===== src/rtl/johnson_tdm_arbiter.sv =====
// rtl/johnson_tdm_arbiter.sv - four-requester TDM arbiter timed by a self-correcting 16-phase Johnson ring
module johnson_tdm_arbiter #(
    parameter logic [31:0] SLOT_MAP      = 32'hE4E4E4E4,
    parameter bit          WORK_CONSERVE = 1'b1
) (
    input  logic       CLK,
    input  logic       RESET,
    input  logic       EN,
    input  logic       LOAD,
    input  logic [3:0] LOAD_IDX,
    input  logic [3:0] REQ,
    output logic [3:0] GNT,
    output logic [1:0] GNT_ID,
    output logic       GNT_VALID,
    output logic [7:0] PHASE,
    output logic [3:0] PHASE_IDX,
    output logic       SYNC,
    output logic       ERR
);

    logic [7:0] phase_q, phase_d;
    logic [3:0] gnt_q, gnt_d;
    logic [1:0] gnt_id_q, gnt_id_d;
    logic       gnt_valid_q, gnt_valid_d;
    logic       err_q, err_d;

    logic       legal;
    logic [3:0] phase_idx;
    logic [1:0] owner;
    logic [1:0] cand;
    logic       found;

    function automatic logic [7:0] code_of(input logic [3:0] k);
        case (k)
            4'd0:    code_of = 8'h00;
            4'd1:    code_of = 8'h01;
            4'd2:    code_of = 8'h03;
            4'd3:    code_of = 8'h07;
            4'd4:    code_of = 8'h0F;
            4'd5:    code_of = 8'h1F;
            4'd6:    code_of = 8'h3F;
            4'd7:    code_of = 8'h7F;
            4'd8:    code_of = 8'hFF;
            4'd9:    code_of = 8'hFE;
            4'd10:   code_of = 8'hFC;
            4'd11:   code_of = 8'hF8;
            4'd12:   code_of = 8'hF0;
            4'd13:   code_of = 8'hE0;
            4'd14:   code_of = 8'hC0;
            default: code_of = 8'h80;
        endcase
    endfunction

    // Illegal codes decode to index 0 with legal low.
    always_comb begin
        legal     = 1'b0;
        phase_idx = 4'd0;
        for (int k = 0; k < 16; k++) begin
            if (phase_q == code_of(4'(k))) begin
                legal     = 1'b1;
                phase_idx = 4'(k);
            end
        end
    end

    assign owner = SLOT_MAP[{phase_idx, 1'b0} +: 2];

    always_comb begin
        phase_d     = phase_q;
        err_d       = 1'b0;
        gnt_d       = 4'd0;
        gnt_id_d    = 2'd0;
        gnt_valid_d = 1'b0;
        found       = 1'b0;
        cand        = 2'd0;
        if (!legal) begin
            phase_d = 8'h00;
            err_d   = 1'b1;
        end else begin
            if (EN) begin
                if (REQ[owner]) begin
                    gnt_valid_d = 1'b1;
                    gnt_id_d    = owner;
                end else if (WORK_CONSERVE && (REQ != 4'd0)) begin
                    // Round-robin handoff starts just after the slot owner.
                    for (int i = 1; i < 4; i++) begin
                        cand = owner + 2'(i);
                        if (!found && REQ[cand]) begin
                            found       = 1'b1;
                            gnt_valid_d = 1'b1;
                            gnt_id_d    = cand;
                        end
                    end
                end
            end
            if (LOAD) begin
                phase_d = code_of(LOAD_IDX);
            end else if (EN) begin
                phase_d = {phase_q[6:0], ~phase_q[7]};
            end
        end
        if (gnt_valid_d) begin
            gnt_d = 4'd1 << gnt_id_d;
        end
    end

    always_ff @(posedge CLK) begin
        if (RESET) begin
            phase_q     <= 8'h00;
            gnt_q       <= 4'd0;
            gnt_id_q    <= 2'd0;
            gnt_valid_q <= 1'b0;
            err_q       <= 1'b0;
        end else begin
            phase_q     <= phase_d;
            gnt_q       <= gnt_d;
            gnt_id_q    <= gnt_id_d;
            gnt_valid_q <= gnt_valid_d;
            err_q       <= err_d;
        end
    end

    assign PHASE     = phase_q;
    assign PHASE_IDX = phase_idx;
    assign SYNC      = (phase_q == 8'h00);
    assign GNT       = gnt_q;
    assign GNT_ID    = gnt_id_q;
    assign GNT_VALID = gnt_valid_q;
    assign ERR       = err_q;

endmodule


===== config.mk =====
export PLATFORM = sky130hd
export DESIGN_NAME = johnson_tdm_arbiter
export DESIGN_NICKNAME = d
export VERILOG_FILES = /design/src/rtl/johnson_tdm_arbiter.sv
export SDC_FILE = /design/constraint.sdc
export NUM_CORES = 1
export LEC_CHECK = 0
export ABC_CLOCK_PERIOD_IN_PS = 2100
export CAP_MARGIN = 20
export CORE_MARGIN = 4
export CORE_UTILIZATION = 44
export CTS_CLUSTER_SIZE = 40
export DETAILED_ROUTE_END_ITERATION = 8
export PLACE_DENSITY = 0.77
export SLEW_MARGIN = 15
export SYNTH_ARGS = -nofsm -noshare
export SYNTH_HDL_FRONTEND = slang
export SYNTH_SLANG_ARGS = --single-unit

===== constraint.sdc =====
create_clock -name CLK -period 2.1 [get_ports CLK]
set_input_delay 0.42 -clock CLK [delete_from_list [all_inputs] [get_ports CLK]]
set_output_delay 0.42 -clock CLK [all_outputs]
set_load 0.1 [all_outputs]

==> metrics.md, run 1 <==
| Metric | Value |
|---|---|
| Failing checks | `setup timing` |
| Switching power | `1.573 mW` |
| Final wirelength | `4711 um` |
| Syn Area/Cell | `7.865 um^2` |
| Synth top area cells | `dfxtp_1, a211oi_1, xor2_1` |
| DIE AREA | `3944 um^2` |
| Worst Hold Launch | `RESET` |
| Max Fclk | `0.4191 GHz` |
| Post-layout net count | `roughly 260` |
| H-tree Lvls | `1` |
| CP startpoint kind | `register` |
| CP Capture Type | `primary output` |
| Initial antenna violation count | `0` |
| Fin. Hold Viols | `0` |
| Root Buffer | `clkbuf_4` |
| Drt drc | `0` |
| HP Class | `input pin to register` |
| CP dominant cell by count | `buf_6` |
| Kind of critical path | `register to primary output` |
| Seq pwr share | `17.1%` |
| Pwr per Cell Area | `1256 nW/um^2` |
| Flops & latches, synth | `16` |
| Post-synthesis net count | `between 150 and 200` |
| Cell count after synthesis | `~170` |
| Worst-Skew Late Latency | `0.29 ns` |
| GR Util All Layers | `22.88%` |
| Yosys top cell by area | `dfxtp_1` |
| Yosys warns | `0` |
| Vias per inst | `roughly 6.1` |
| Largest net degree at the start of global routing | `17` |
| Die X | `62.80 um` |
| DR WL/cell | `17.26 um` |
| Vias in the first global route | `between 1500 and 2000` |
| FP Rows | `19` |
| Switch share | `54.12%` |
| CORE AREA | `2805 um^2` |
| DRT iter0 DRCs | `112` |
| First-pass GRT wire length | `7465 um` |
| Worst-margin pin slew | `~0.54 ns` |
| Antenna diode count | `0` |
| Worst EP arrival | `~2 ns` |
| Slew Viols, Final | `0` |
| Asr flop ratio synth | `0%` |
| Antenna viol nets, final | `0` |
| HPWL Detailed | `3181 um` |
| Vias | `between 1500 and 2000` |
| Initial Util | `47.10%` |
| Crit Path Max Fanout | `9` |
| Period utilization | `113.6%` |
| CTS tree | `done` |
| Slowest CP cell | `or4b_4` |
| Post-synth cell types | `52` |
| Clock Tree Buf Depth | `2` |
| Fraction of layout cells with a size suffix above 1 | `52.07%` |
| Fillers | `180` |
| Total CTS buffers | `3` |
| Largest stage delay, worst path | `0.57 ns` |
| Sequential area share after synthesis | `24.24%` |
| Drt pass-1 iters | `4` |
| Num ports | `33` |
| Max-cap viol count | `0` |
| GP Congestion | `0.9626` |
| Final setup fails | `10` |
| Gate power share | `75.9%` |
| Clock sinks | `16` |
| Peak supply drop | `1.358 mV` |
| Port bufs | `32` |
| Cts-stage hold buffer count | `0` |
| Setup WS pre-CTS | `-0.1885 ns` |
| Synth Flop Type | `dfxtp_1` |
| Grt total ovfl | `0` |
| Leakage power | `0.9409 nW` |
| Utilization after layout | `82.52%` |
| Max_slew headroom | `~64%` |
| DIE HEIGHT | `62.80 um` |
| Area delta synth->final | `75.19%` |
| Clock Skew | `approximately 0.0017 ns` |
| Status | `finished, violations left` |
| RSZ-0062 raised after global routing | `yes` |
| Int Pwr | `1.334 mW` |
| Share of the synthesized area in the top cell type | `24.24%` |
| Period minus WS final | `2.386 ns` |
| Post-route setup slack | `-0.2862 ns` |
| Clock power frac | `7.0%` |
| Worst r2r src | `PHASE[2]` |
| Post-synth EDFFs | `0` |
| Required @ worst endpoint | `~1.7 ns` |
| Mapped Area | `1321 um^2` |
| Worst Setup SP | `PHASE[2]` |
| CTS clk-pin slew, worst paths | `0.09 ns` |
| CP Cell Sequence | `or4b_4 -> buf_6 -> buf_6 -> o31ai_4 -> buf_12` |
[worst max-delay path: cells and delay by family, from the launching register on]
kind	cells	cell delay, ns
buffers and inverters	3	0.47
and+or+nand+nor	1	0.57
AOI/OAI and AO/OA	1	0.23
DFF	1	0.40
[final timing paths]
path         slack [ns]           end  cells past startpoint
max               -0.29  PHASE_IDX[3]                      5
min                0.69           ERR                      2
min reg2reg        0.79      PHASE[0]                      4
max reg2reg       -0.24        GNT[2]                      9
[placed cells by master (no fill, tap or decap), types with 2 or more instances in the layout]
| cell type | n |
|---|---|
| buf_4 | 61 |
| a211oi_1 | 13 |
| nor2_1 | 11 |
| clkdlybuf4s50_1 | 11 |
| nand2_1 | 9 |
| dfxtp_1 | 8 |
| dfxtp_4 | 8 |
| buf_6 | 8 |
| inv_1 | 7 |
| xor2_1 | 6 |
| a21oi_1 | 5 |
| nor2b_1 | 5 |
| buf_12 | 5 |
| nor3_2 | 4 |
| a21oi_2 | 4 |
| o21ai_0 | 4 |
| nor3_1 | 4 |
| nor3_4 | 3 |
| nand3_1 | 3 |
| mux2i_1 | 3 |
| clkbuf_4 | 3 |
| xnor2_1 | 2 |
| nor4_2 | 2 |
| a31oi_2 | 2 |
| nor4_4 | 2 |
| and4_1 | 2 |
| nand4_1 | 2 |
| o21ai_4 | 2 |
| clkinvlp_4 | 2 |
| or3_4 | 2 |
| or4b_4 | 2 |
| o21a_1 | 2 |
| o211ai_1 | 2 |
| o2111ai_1 | 2 |
[logic make-up (layout without fill, tap and decap cells)]
| logic type | count (synthesis) | after routing | share of synthesized area [%] |
|---|---|---|---|
| compound gates | 57 | 57 | 31.25 |
| xor+xnor | 8 | 8 | 5.303 |
| buf+inv | 24 | 98 | 8.617 |
| flops | 16 | 16 | 24.24 |
| mux | 3 | 3 | 2.273 |
| simple gates | 60 | 60 | 28.32 |
[through the flow]
| step | TNS, ns | cells | area, um^2 | total power, mW | hold WS [ns] |
|---|---|---|---|---|---|
| 6_report | -1.865 | 273 | 2315 | 2.907 | 0.6889 |
| 5_1_grt | -2.829 | 273 | 2315 | 3.041 | 0.7036 |
| 4_1_cts | -1.834 | 272 | 2273 | 2.838 | 0.6845 |
| 3_5_place_dp | -1.118 | 254 | 1996 | 2.419 | 0.7204 |
| 3_3_place_gp | -0.8933 | 254 | 1996 | 2.391 | 0.7229 |
| 2_1_floorplan | -5.219 | 168 | 1439 | 1.808 | 0.4924 |
[state kept, by name (all words and copies together), names as in the netlist]
name       flops
GNT_ID         2
GNT_VALID      1
PHASE          8
GNT            4
ERR            1
[synth_stat cells, types with 2 or more instances]
cell / instances
o31ai_1: 3
or3_4: 2
nor4_1: 2
nor3_1: 9
and4_1: 3
o211ai_1: 2
buf_2: 4
nand3_1: 4
nand2_1: 9
xnor2_1: 2
nor2b_1: 6
o21ai_0: 6
buf_4: 3
a31oi_1: 3
nor2_1: 11
clkbuf_1: 6
dfxtp_1: 16
o41ai_1: 2
mux2i_1: 3
o2111ai_1: 3
nand4_1: 2
a21oi_1: 8
nor3_2: 2
inv_1: 9
o21ai_2: 2
o21a_1: 2
a211oi_1: 14
xor2_1: 6
[layer usage]
layer  track usage (%)  up-vias  share of wire [%]
met1             26.09      813                 40
met2             42.21       46                 53
met4             6.336        0                2.1
met5                 0        -                  0
li1                  -      791                  -
met3             5.216       10                5.3
[power groups by stage]
stage	clock (mW)	combinational [mW]	sequential, mW
2_1_floorplan	0	0.902	0.906
3_5_place_dp	0	1.94	0.484
3_3_place_gp	0	1.91	0.479
6_report	0.204	2.20	0.498
5_1_grt	0.227	2.31	0.508
4_1_cts	0.207	2.15	0.482
[timing repair]
item | 4_1_cts | 5_1_grt
pin swaps | 19 | 11
setup endpoints to repair | 10 | 10
setup buffers | 15 | 2
gates resized for setup | 26 | 7
[layout make-up]
type / instances / area (um^2) / share of cell area (%)
Clock buffer: 4 / 36.28 / 1.568
Sequential cell: 16 / 350.3 / 15.14
Inverter: 9 / 41.29 / 1.784
Tap cell: 31 / 38.79 / 1.676
Timing Repair Buffer: 85 / 758.2 / 32.76
Multi-Input combinational cell: 128 / 1090 / 47.08
(Power assumes the default switching activity.)
==> run 2, diff against run 1 <==
--- a/config.mk
+++ b/config.mk
@@ -11,8 +11,9 @@
 export CORE_UTILIZATION = 44
 export CTS_CLUSTER_SIZE = 40
 export DETAILED_ROUTE_END_ITERATION = 8
+export GPL_ROUTABILITY_DRIVEN = 0
 export PLACE_DENSITY = 0.77
-export SLEW_MARGIN = 15
+export SLEW_MARGIN = 40
 export SYNTH_ARGS = -nofsm -noshare
 export SYNTH_HDL_FRONTEND = slang
 export SYNTH_SLANG_ARGS = --single-unit
==> run 2 against run 1 <==
The flow still finishes with violations (setup timing). Via count rose by 8.4%. Critical path depth rose by 1. Count of clock-buffer cells in the layout unchanged. Global-route usage up 1.5 points. Sequential power down 1%. Clock power fell by 12%. Register-to-register slack lost 0.03 ns. Routed wire length up 24%. Hold slack improved by 0.0032 ns. Critical path type unchanged. Highest routed layer unchanged.
==> metrics.md, run 2 (synthesis results as in run 1) <==
| Metric | Value |
|---|---|
| Post-layout net count | `262 (+2.7%)` |
| Largest net degree at the start of global routing | `17 (unchanged)` |
| Worst Setup SP | `PHASE[1]` |
| Drt pass-1 iters | `4 (unchanged)` |
| Switch share | `54.86% (+0.74 points)` |
| Fin. Hold Viols | `0 (unchanged)` |
| FF-to-FF path depth | `9 (unchanged)` |
| Switching power | `1.703 mW (+8.2%)` |
| Max FFs per register | `8 (unchanged)` |
| Vias | `1799 (+8.4%)` |
| Fraction of layout cells with a size suffix above 1 | `55.02% (+3.0 points)` |
| Leakage power | `1.002 nW (+6.5%)` |
| FP Rows | `19 (unchanged)` |
| Worst-margin pin slew | `0.5403 ns (-0.001488 ns)` |
| Kind of critical path | `register to primary output` |
| Reg2reg setup slack | `-0.27 ns (-0.03 ns)` |
| DRT iter0 DRCs | `165 (+47%)` |
| CORE AREA | `2805 um^2 (unchanged)` |
| DIE HEIGHT | `62.80 um (unchanged)` |
| FF-to-FF End | `GNT[1]` |
| Die X | `62.80 um (unchanged)` |
| Port bufs | `32 (unchanged)` |
| Clock power frac | `5.8% (-1.2 points)` |
| Failing checks | `setup timing` |
| DIE AREA | `3944 um^2 (unchanged)` |
| Critical path endpoint | `PHASE_IDX[2]` |
| Pwr per Cell Area | `1264 nW/um^2 (+0.67%)` |
| Clock sinks | `16 (unchanged)` |
| Status | `finished, violations left` |
| Most frequent cells in the layout | `buf_4, a211oi_1, buf_6` |
| Num ports | `33 (unchanged)` |
| Grt total ovfl | `0 (unchanged)` |
| Area delta synth->final | `85.80%` |
| Antenna diode count | `0 (unchanged)` |
| Antenna viol nets, final | `0 (unchanged)` |
| CTS tree | `done` |
| Most common cell after layout, fill and taps aside | `buf_4` |
| Vias per inst | `6.425 (+5.7%)` |
| Seq pwr share | `15.8% (-1.3 points)` |
| Initial antenna violation count | `0 (unchanged)` |
| Period utilization | `113.6% (about the same)` |
| Worst r2r src | `PHASE[4]` |
| First-pass GRT wire length | `7955 um (+6.6%)` |
| GR Util All Layers | `24.38% (+1.5 points)` |
| Period minus WS final | `2.386 ns (-0.0006490 ns)` |
| Max-cap viol count | `0 (unchanged)` |
| Initial Util | `47.10% (unchanged)` |
| Design area | `2455 um^2 (+6.1%)` |
| CP Capture Type | `primary output` |
| Clock Tree Buf Depth | `2 (unchanged)` |
| Area after DPL | `2018 um^2 (+1.1%)` |
| RSZ-0062 raised after global routing | `yes` |
| Clock Skew | `0.01089 ns (+0.009163 ns)` |
| Peak supply drop | `1.278 mV (-5.9%)` |
| H-tree Lvls | `1 (unchanged)` |
| Final wirelength | `5845 um (+24%)` |
| Slew Viols, Final | `0 (unchanged)` |
| HPWL Detailed | `3241 um (+1.9%)` |
| Root Buffer | `clkbuf_4` |
| Vias in the first global route | `1703 (+7.4%)` |
| Met2 WL | `3083 um (+24%)` |
| M1 WL | `2170 um (+15%)` |
| Uppermost layer routed | `met4` |
| Max Fclk | `0.4192 GHz (about the same)` |
| Int Pwr | `1.401 mW (+5.0%)` |
| Final setup fails | `10 (unchanged)` |
| Max_slew headroom | `63.87% (+0.099 points)` |
| Total CTS buffers | `3 (unchanged)` |
| Met3 wire length | `366 um (+47%)` |
| DR WL/cell | `20.88 um (+21%)` |
| HP Class | `input pin to register` |
| Required @ worst endpoint | `1.68 ns (about the same)` |
| CP startpoint kind | `register` |
| Worst-Skew Late Latency | `0.30 ns (about the same)` |
| Cts-stage hold buffer count | `0 (unchanged)` |
| CTS clk-pin slew, worst paths | `0.10 ns (about the same)` |
| Drt drc | `0 (unchanged)` |
| Crit Path Max Fanout | `4 (-5)` |
| Gate power share | `78.4% (+2.5 points)` |
| Post-route setup slack | `-0.2856 ns (+0.0006490 ns)` |
| Worst EP arrival | `1.97 ns (about the same)` |
| Utilization after layout | `87.51% (+5.0 points)` |
==> run 2: critical path, stage by stage (launching register included) <==
cell and delay, ns:
dfxtp_4 0.38, or4b_4 0.57, nor3_2 0.20, a31oi_1 0.08, buf_4 0.17, o21ai_4 0.06, buf_12 0.19
==> run 2: area by class of cell <==
cell class / instances / area [um^2]
Multi-Input combinational cell: 128 / 1157
Clock buffer: 4 / 26.28
Timing Repair Buffer: 92 / 838.3
Sequential cell: 16 / 350.3
Inverter: 9 / 43.79
Fill cell: 133 / 350.3
Tap cell: 31 / 38.79
==> run 2: layer usage <==
layer	vias up	global-route usage (%)
met5	-	0
met4	0	7.713
met3	25	4.676
met2	104	46.60
met1	870	26.63
li1	800	-
==> run 2: how the worst min path moves through the flow <==
| stage | from | end | slack (ns) | cells after the start |
|---|---|---|---|---|
| after floorplan | RESET | ERR | 0.49 | 1 |
| after global placement | PHASE[7] | PHASE[0] | 0.75 | 4 |
| after detailed placement | PHASE[7] | PHASE[0] | 0.77 | 4 |
| after CTS | RESET | ERR | 0.69 | 2 |
| after global routing | RESET | ERR | 0.72 | 2 |
| final | RESET | ERR | 0.69 | 2 |
==> run 2: per-stage QoR <==
step	TNS (ns)	hold WS (ns)	total power, mW	setup WS [ns]	std cells
2_1_floorplan	-5.219	0.4924	1.808	-0.7154	168
3_3_place_gp	-0.4197	0.7508	2.377	-0.08776	257
3_5_place_dp	-0.7906	0.7663	2.416	-0.1463	257
4_1_cts	-1.441	0.6947	2.803	-0.2548	269
5_1_grt	-3.052	0.7181	3.216	-0.3539	280
6_report	-2.325	0.6920	3.103	-0.2856	280
==> run 2: power groups by stage <==
stage	sequential [mW]	clock [mW]	combinational (mW)
floorplan	0.906	0	0.902
global placement	0.471	0	1.91
detailed placement	0.484	0	1.93
CTS	0.488	0.179	2.14
global route	0.497	0.207	2.51
finish	0.491	0.180	2.43
==> run 2: timing repair <==
item                       in CTS  in global routing
setup endpoints to repair      10                 11
resized for setup              27                 26
buffers inserted                8                 12
pin swaps                      16                 11
==> run 3, diff against run 2 <==
--- a/config.mk
+++ b/config.mk
@@ -12,7 +12,7 @@
 export CTS_CLUSTER_SIZE = 40
 export DETAILED_ROUTE_END_ITERATION = 8
 export GPL_ROUTABILITY_DRIVEN = 0
-export PLACE_DENSITY = 0.77
+export PLACE_DENSITY = 0.87
 export SLEW_MARGIN = 40
 export SYNTH_ARGS = -nofsm -noshare
 export SYNTH_HDL_FRONTEND = slang
==> run 3 against run 2 <==
Design area fell by 1.9%. Die area did not move. Critical path depth did not move. The flow still finishes with violations (setup timing).
==> metrics.md, run 3 (synthesis results as in run 1) <==
| Metric | Value |
|---|---|
| Worst-Skew Late Latency | `0.31 ns (about the same)` |
| HP Class | `input pin to register` |
| Peak supply drop | `1.364 mV (+6.8%)` |
| DIE AREA | `3944 um^2 (unchanged)` |
| Port bufs | `32 (unchanged)` |
| Final wirelength | `5635 um (-3.6%)` |
| GR Util All Layers | `24.33% (-0.048 points)` |
| Antenna diode count | `0 (unchanged)` |
| Largest stage delay, worst path | `0.46 ns (-0.11 ns)` |
| Slowest CP cell | `dfxtp_4` |
| CP Cell Sequence | `or3_4 -> buf_4 -> a21oi_4 -> nor4_4 -> clkinvlp_4 -> buf_12` |
| RSZ-0062 raised after global routing | `yes` |
| FF-to-FF path depth | `9 (unchanged)` |
| Worst EP arrival | `1.98 ns (about the same)` |
| CTS clk-pin slew, worst paths | `0.10 ns (about the same)` |
| Pwr per Cell Area | `1261 nW/um^2 (-0.29%)` |
| Post-layout net count | `259 (-1.1%)` |
| Period minus WS final | `2.402 ns (+0.01637 ns)` |
| Most common cell after layout, fill and taps aside | `buf_4` |
| Leakage power | `0.9951 nW (-0.71%)` |
| Worst r2r src | `PHASE[3]` |
| CORE AREA | `2805 um^2 (unchanged)` |
| Max Fclk | `0.4163 GHz (-0.68%)` |
| Status | `finished, violations left` |
| DRT iter0 DRCs | `107 (-35%)` |
| Max-cap viol count | `0 (unchanged)` |
| Reg2reg setup slack | `-0.26 ns (about the same)` |
| Clock Tree Buf Depth | `2 (unchanged)` |
| Buf+Inv Stages, Crit Path | `3 (+1)` |
| Num ports | `33 (unchanged)` |
| Area after DPL | `2003 um^2 (-0.74%)` |
| Min-Delay Endpoint | `ERR` |
| FP Rows | `19 (unchanged)` |
| Total CTS buffers | `3 (unchanged)` |
| DIE HEIGHT | `62.80 um (unchanged)` |
| Largest net degree at the start of global routing | `17 (unchanged)` |
| Hold Path Depth | `2 (unchanged)` |
| Slew Viols, Final | `0 (unchanged)` |
| Worst Hold Launch | `RESET` |
| Drt drc | `0 (unchanged)` |
| Clock Skew | `0.01808 ns (+0.007190 ns)` |
| Kind of critical path | `register to primary output` |
| Most frequent cells in the layout | `buf_4, a211oi_1, clkdlybuf4s50_1` |
| H-tree Lvls | `1 (unchanged)` |
| Worst-margin pin slew | `0.5415 ns (+0.001282 ns)` |
| Post-route setup slack | `-0.3019 ns (-0.01637 ns)` |
| Vias per inst | `6.307 (-1.8%)` |
| CTS tree | `done` |
| FF-to-FF End | `GNT[2]` |
| Required @ worst endpoint | `1.68 ns (about the same)` |
| Antenna viol nets, final | `0 (unchanged)` |
| DR WL/cell | `20.34 um (-2.5%)` |
| Period utilization | `114.4% (+0.78 points)` |
| Area delta synth->final | `82.20%` |
| First-pass GRT wire length | `7714 um (-3.0%)` |
| Fin. Hold Viols | `0 (unchanged)` |
| Root Buffer | `clkbuf_4` |
| Max_slew headroom | `63.78% (-0.086 points)` |
| Cts-stage hold buffer count | `0 (unchanged)` |
| Max FFs per register | `8 (unchanged)` |
| Drt pass-1 iters | `4 (unchanged)` |
| Grt total ovfl | `0 (unchanged)` |
| Overall Power | `3.035 mW (-2.2%)` |
| HPWL Detailed | `3453 um (+6.5%)` |
| CP Capture Type | `primary output` |
| Initial antenna violation count | `0 (unchanged)` |
| Delay-heaviest family, CP | `simple AND/OR/NAND/NOR gates` |
| Fraction of layout cells with a size suffix above 1 | `55.69% (+0.67 points)` |
| Vias in the first global route | `1593 (-6.5%)` |
| Worst hold slack | `0.6855 ns (-0.006556 ns)` |
| Die X | `62.80 um (unchanged)` |
| Design area | `2407 um^2 (-1.9%)` |
| Initial Util | `47.10% (unchanged)` |
| Final setup fails | `10 (unchanged)` |
| CP startpoint kind | `register` |
| Crit Path Max Fanout | `10 (+6)` |
| Failing checks | `setup timing` |
| Clock sinks | `16 (unchanged)` |
| Vias | `1747 (-2.9%)` |
==> run 3: worst reg2reg max path, delay by kind of cell (launching register included) <==
kind                   cells  cell delay [ns]
flip-flops                 1             0.42
AND/OR/NAND/NOR            4             1.04
AO/OA/AOI/OAI              3             0.50
buffers and inverters      2             0.33
==> run 3: how the worst max path moves through the flow <==
stage | cells past startpoint | start | slack [ns] | to
floorplan | 9 | PHASE[7] | -0.72 | GNT[0]
detailed placement | 7 | PHASE[0] | -0.20 | GNT[0]
CTS | 6 | PHASE[0] | -0.24 | PHASE_IDX[2]
global placement | 7 | PHASE[0] | -0.10 | GNT[0]
global route | 6 | PHASE[3] | -0.40 | PHASE_IDX[1]
finish | 6 | PHASE[3] | -0.30 | PHASE_IDX[1]
==> run 3: per-layer routing <==
layer | global-route usage (%) | up-vias | share of wire [%] | routed length, um
li1 | - | 796 | - | -
met1 | 25.41 | 840 | 37 | 2071
met2 | 46.07 | 83 | 54 | 3034
met3 | 6.835 | 28 | 5.2 | 291
met4 | 8.264 | 0 | 4.2 | 238
met5 | 0 | - | 0 | 0
==> run 3: power breakdown <==
part / switching [mW] / leakage, nW / internal, mW
logic: 1.47 / 0.844 / 0.897
clock network: 0.105 / 0.0150 / 0.0744
registers: 0.105 / 0.136 / 0.387
==> run 3: layout make-up <==
type,count,area (um^2)
timing repair buffer,89,790.8
tap,31,38.79
inverter,9,41.29
clock buffer,4,26.28
fill,150,397.9
sequential,16,350.3
multi-input combinational,128,1160
==> run 3: repair_timing <==
action	CTS	global route
buffers inserted	8	10
endpoints found under the setup margin	10	11
pin swaps	4	6
resized for setup	13	30
==> run 3: stage by stage <==
step                      worst slack, ns  util (%)  TNS (ns)  std cells
after global routing              -0.3974     85.82    -3.172        277
after global placement            -0.1025     71.41   -0.5652        255
after floorplan                   -0.7154         -    -5.219        168
final                             -0.3019     85.82    -2.269        277
after CTS                         -0.2374     77.52    -1.817        267
after detailed placement          -0.2041     71.41    -1.046        255
